$ cat src/rtl/fetch_receive_queue_pkg.sv
// Definitions shared across the fetch/decode stages: the NOP encoding and a log2 helper.
package fetch_receive_queue_pkg;

    localparam logic [31:0] NOP = 32'h0000_0013;

    // Ceiling log2; log2(1) = 0.
    function automatic int unsigned log2(input int unsigned value);
        int unsigned result;
        result = 0;
        for (int unsigned i = 0; i < 32; i++) begin
            if ((64'd1 << i) < 64'(value)) begin
                result = i + 1;
            end
        end
        return result;
    endfunction

endpackage

$ cat src/rtl/fetch_queue_fifo.sv
// Generic synchronous first-word-fall-through FIFO; the head is visible whenever not empty.
module fetch_queue_fifo
    import fetch_receive_queue_pkg::*;
#(
    parameter int unsigned WIDTH = 64,
    parameter int unsigned DEPTH = 4,
    localparam int unsigned PTR_W = log2(DEPTH),
    localparam int unsigned CNT_W = PTR_W + 1
) (
    input  logic             clock,
    input  logic             reset,
    input  logic             push,
    input  logic             pop,
    input  logic             clear,
    input  logic [WIDTH-1:0] data,
    output logic             full,
    output logic             empty,
    output logic [CNT_W-1:0] count,
    output logic [WIDTH-1:0] head
);

    logic [WIDTH-1:0] mem [DEPTH];
    logic [PTR_W-1:0] rd_ptr;
    logic [PTR_W-1:0] wr_ptr;
    logic             do_push;
    logic             do_pop;

    assign full    = (count == CNT_W'(DEPTH));
    assign empty   = (count == '0);
    assign do_push = push & ~full;
    assign do_pop  = pop & ~empty;
    assign head    = mem[rd_ptr];

    // Storage is deliberately left out of reset.
    always_ff @(posedge clock) begin
        if (do_push) begin
            mem[wr_ptr] <= data;
        end
    end

    // Pointers wrap naturally because DEPTH is a power of two.
    always_ff @(posedge clock) begin
        if (reset || clear) begin
            rd_ptr <= '0;
            wr_ptr <= '0;
            count  <= '0;
        end else begin
            if (do_push) begin
                wr_ptr <= wr_ptr + PTR_W'(1);
            end
            if (do_pop) begin
                rd_ptr <= rd_ptr + PTR_W'(1);
            end
            case ({do_push, do_pop})
                2'b10:   count <= count + CNT_W'(1);
                2'b01:   count <= count - CNT_W'(1);
                default: count <= count;
            endcase
        end
    end

endmodule

$ cat src/rtl/fetch_receive_queue.sv
// Fetch receive side: buffers memory responses and hands single instructions to decode.
module fetch_receive_queue
    import fetch_receive_queue_pkg::*;
#(
    parameter int unsigned DATA_WIDTH      = 32,
    parameter int unsigned ADDRESS_BITS    = 32,
    parameter int unsigned QUEUE_DEPTH     = 4,
    parameter int unsigned SCAN_CYCLES_MIN = 0,
    parameter int unsigned SCAN_CYCLES_MAX = 1000,
    localparam int unsigned OCC_W = log2(QUEUE_DEPTH) + 1
) (
    input  logic                    clock,
    input  logic                    reset,
    input  logic                    flush,
    input  logic                    i_mem_valid,
    input  logic [DATA_WIDTH-1:0]   i_mem_data,
    input  logic [ADDRESS_BITS-1:0] i_mem_PC,
    output logic                    i_mem_ready,
    input  logic                    decode_ready,
    output logic                    inst_valid,
    output logic [31:0]             instruction,
    output logic [ADDRESS_BITS-1:0] inst_PC,
    output logic [OCC_W-1:0]        occupancy,
    input  logic                    scan
);

    localparam int unsigned NUM_BYTES      = DATA_WIDTH / 8;
    localparam int unsigned LOG2_NUM_BYTES = log2(NUM_BYTES);
    localparam int unsigned ENTRY_W        = ADDRESS_BITS + DATA_WIDTH;

    logic                    full;
    logic                    empty;
    logic                    push;
    logic                    pop;
    logic [ENTRY_W-1:0]      head;
    logic [ADDRESS_BITS-1:0] head_pc;
    logic [DATA_WIDTH-1:0]   head_line;
    logic [31:0]             raw_instruction;

    assign i_mem_ready = ~reset & ~full;
    assign inst_valid  = ~empty & ~flush & ~reset;
    assign push        = i_mem_valid & i_mem_ready & ~flush;
    assign pop         = inst_valid & decode_ready;

    fetch_queue_fifo #(
        .WIDTH (ENTRY_W),
        .DEPTH (QUEUE_DEPTH)
    ) u_fifo (
        .clock (clock),
        .reset (reset),
        .push  (push),
        .pop   (pop),
        .clear (flush),
        .data  ({i_mem_PC, i_mem_data}),
        .full  (full),
        .empty (empty),
        .count (occupancy),
        .head  (head)
    );

    assign head_pc   = head[ENTRY_W-1 -: ADDRESS_BITS];
    assign head_line = head[DATA_WIDTH-1:0];

    // Word select comes from the PC bits above the byte offset; PC[1:0] is ignored.
    if (DATA_WIDTH == 32) begin : g_no_mux
        assign raw_instruction = head_line;
    end else begin : g_mux
        logic [LOG2_NUM_BYTES-3:0] word_sel;
        assign word_sel        = head_pc[LOG2_NUM_BYTES-1:2];
        assign raw_instruction = head_line[{word_sel, 5'd0} +: 32];
    end

    assign instruction = inst_valid ? raw_instruction : NOP;
    assign inst_PC     = inst_valid ? head_pc : '0;

`ifndef SYNTHESIS
    logic [31:0] cycle_count;
    logic        in_window;

    assign in_window = ($signed({1'b0, cycle_count}) >= $signed(33'(SCAN_CYCLES_MIN)))
                    && ($signed({1'b0, cycle_count}) <= $signed(33'(SCAN_CYCLES_MAX)));

    always_ff @(posedge clock) begin
        if (reset) begin
            cycle_count <= '0;
        end else begin
            cycle_count <= cycle_count + 32'd1;
        end
        if (scan && in_window) begin
            $display("[fetch_receive_queue] cycle %0d occupancy %0d head_pc %h instruction %h",
                     cycle_count, occupancy, inst_PC, instruction);
        end
    end
`endif

endmodule

$ cat config.mk
export PLATFORM = sky130hd
export DESIGN_NAME = fetch_receive_queue
export DESIGN_NICKNAME = d
export VERILOG_FILES = /design/src/rtl/fetch_receive_queue_pkg.sv /design/src/rtl/fetch_queue_fifo.sv /design/src/rtl/fetch_receive_queue.sv
export SDC_FILE = /design/constraint.sdc
export NUM_CORES = 1
export LEC_CHECK = 0
export BUFFER_PORTS_ARGS = -buffer_cell sky130_fd_sc_hd__buf_2
export CORE_ASPECT_RATIO = 1.2
export CORE_MARGIN = 2
export CORE_UTILIZATION = 50
export CTS_CLUSTER_DIAMETER = 150
export DETAILED_ROUTE_END_ITERATION = 12
export PLACE_DENSITY = 0.71
export RECOVER_POWER = 100
export SETUP_SLACK_MARGIN = 0.5
export SYNTH_ARGS = -nofsm -noshare
export SYNTH_HDL_FRONTEND = slang
export SYNTH_SLANG_ARGS = --single-unit
$ cat constraint.sdc
create_clock -name clock -period 3.65 [get_ports clock]
set_clock_uncertainty 0.05 [all_clocks]
set_input_delay 0.73 -clock clock [delete_from_list [all_inputs] [get_ports clock]]
set_output_delay 0.73 -clock clock [all_outputs]
set_load 0.05 [all_outputs]
==> impl_results.md <==
- Clock Tree Buf Depth: 3
- Synth Instances: 461
- VDD IR max: 0.303 mV
- Worst Slack Setup Final: 423 ps
- Number of clock sinks: 265
- Async S/R FF share, synth: 0%
- CP max-delay cell: dfxtp_4
- Yosys top cell by area: edfxtp_1
- Least-Margin Pin Slew: 1890 ps
- Largest net degree at the start of global routing: 65
- Final Cycle Share: 88.4%
- Die width: 134 um
- Detailed placement HPWL: 10600 um
- TritonRoute pass-1 iters: 6
- Count of final setup violators: 0
- Via density: 5.33
- Fraction of layout cells with a size suffix above 1: 20.8%
- Htree depth: 1
- # IOs: 139
- Yosys cell types: 30
- Root buffer cell: clkbuf_16
- Routability cong.: 0.712
- Antenna violations before repair: 2
- Worst-path clk slew: 60 ps
- Worst Hold Class: input pin to flop
- Iter 0 DRT Violations: 301
- Slowest Stage Delay on Critical Path: 540 ps
- Die height: 160 um
- WP buf/inv: 2
- Crit Path Max Fanout: 17
- Top cells by area, synth: edfxtp_1 (76%), mux4_2 (14%), and2_1 (3.8%), dfxtp_1 (1.8%), buf_6 (0.77%)
- Failing checks: max-capacitance violations, max-slew violations
- Syn nets: 537
- CTS tree: done
- WL/cell: 20.1 um
- CP Cell Sequence: clkbuf_2 -> mux4_2 -> and2_1 -> clkbuf_1
- Worst Path Required: 2870 ps
- Total GRT Usage: 16.9%
- Worst Hold Launch: flush
- Power Density: 502 mW/mm^2
- Die area: 0.0215 mm^2
- RSZ-0062 raised after global routing: false
- Top-area cell type share of the netlist area: 75.5%
- Commonest non-fill, non-tap cell in the layout: edfxtp_1
- Largest delay contributor family on the critical path: buffers and inverters
- Crit start category: flop
- Number of flops mapped to enable cells by yosys: 256
- # Max-Cap Violations: 2
- Fin Setup TNS: 0 ps
- Synth-to-Final Area Change: 16.7%
- Routed WL: 18100 um
- Via Count: 4806
- Clock Latency Late Sink: 500 ps
- Register area share after synthesis: 77.3%
- Final Critical Period: 3230 ps
- Synth Register Bits: 265
- Final-report hold violation count: 0
- Slew Viols, Final: 130
- Total Nets Final: 696
- Core ar.: 0.0201 mm^2
- ANT nets after route: 0
- Crit end category: output pin
- CP arrival: 2450 ps
- DR DRC count: 0
- FP Rows: 57
- Commonest non-fill, non-tap cells in the layout: edfxtp_1 (256), clkbuf_1 (127), mux4_2 (63)
- Ys Warns: 0
- Syn Area/Cell: 22.1 um^2
- Status: finished with violations
- Critical path type: flop to output pin
- Worst r2r src: u_fifo.count[2]
- Number of global-route vias before repair: 5034
- Slew headroom: -26.2%
- Total grt overflow: 0
- Fmax: 0.310 GHz
- Leakage dissipation: 3.72 nW
- Buffers on Ports: 137
- Synth Cell Area: 0.0102 mm^2
- DP Worst Slack: 618 ps
- N_diodes: 0
- First-pass GRT wire length: 28000 um
- Top_reg_cell synth: edfxtp_1
- Initial core utilization: 50.6%
- CTS buffer count: 25
area by class of cell:
cell class,instances,area (um^2)
Sequential cell,265,7880
Timing Repair Buffer,154,739
Multi-Input combinational cell,167,2130
Fill cell,1516,8230
Clock inverter,14,138
Clock buffer,29,641
Inverter,7,28.8
Tap cell,265,332
state kept, by name, indices dropped and copies added, names as in the netlist, named ones only:
name           cells
u_fifo.wr_ptr      2
u_fifo.rd_ptr      2
u_fifo.mem       256
u_fifo.count       3
final timing paths:
| path | end | slack [ps] | depth (start not counted) |
|---|---|---|---|
| hold reg to reg | flop | 450 | 1 |
| setup reg to reg | u_fifo.mem[0][50] | 610 | 4 |
| setup / recovery | instruction[17] | 420 | 4 |
| hold / removal | u_fifo.count[1] | 380 | 2 |
power breakdown:
part	switching [mW]	internal, mW
Sequential	0.00774	3.37
Combinational	0.0899	0.0497
Clock	0.993	1.46
Total	1.09	4.87
cell usage after synthesis (4+ instances only):
| cell | count |
|---|---|
| and3_1 | 4 |
| inv_1 | 6 |
| nand2_1 | 4 |
| mux4_2 | 63 |
| clkbuf_2 | 7 |
| ha_1 | 5 |
| buf_2 | 6 |
| edfxtp_1 | 256 |
| and2_1 | 62 |
| dfxtp_1 | 9 |
| buf_6 | 7 |
metrics by stage:
| stage | power (mW) | cells | hold WS [ps] | cell area [um^2] | util, % |
|---|---|---|---|---|---|
| final | 5.96 | 901 | 378 | 11900 | 59.1 |
| after global routing | 6.15 | 901 | 389 | 11900 | 59.1 |
| after CTS | 6.03 | 896 | 356 | 12000 | 59.8 |
| after detailed placement | 3.59 | 852 | 436 | 11200 | 55.9 |
| after global placement | 3.58 | 852 | 385 | 11200 | 55.9 |
| after floorplan | 3.51 | 461 | 383 | 10200 | - |
per-layer routing:
layer	GRT usage, %	share of wire (%)	vias to the layer above
li1	-	-	2187
met1	22.0	40	2472
met2	29.0	52	116
met3	3.30	5.0	27
met4	4.88	2.1	4
met5	0	0.14	-
what timing repair did:
action,in CTS,in global routing
buffers inserted,1,5
endpoints found under the setup margin,43,41
hold buffers,0,0
gates resized for setup,0,2
pin swaps,0,0
cells by family (layout without fill, tap and decap cells):
| family | count (synthesis) | in the layout | synth area share [%] |
|---|---|---|---|
| multiplexers | 64 | 64 | 14.2 |
| AO/OA/AOI/OAI | 10 | 10 | 0.639 |
| XOR/XNOR | 2 | 2 | 0.172 |
| adder cells (fa/ha/maj) | 6 | 6 | 0.812 |
| buffers and inverters | 29 | 204 | 1.75 |
| AND/OR/NAND/NOR | 85 | 85 | 5.11 |
| flip-flops | 265 | 265 | 77.3 |
No activity file was read; power rests on OpenSTA's default activity.
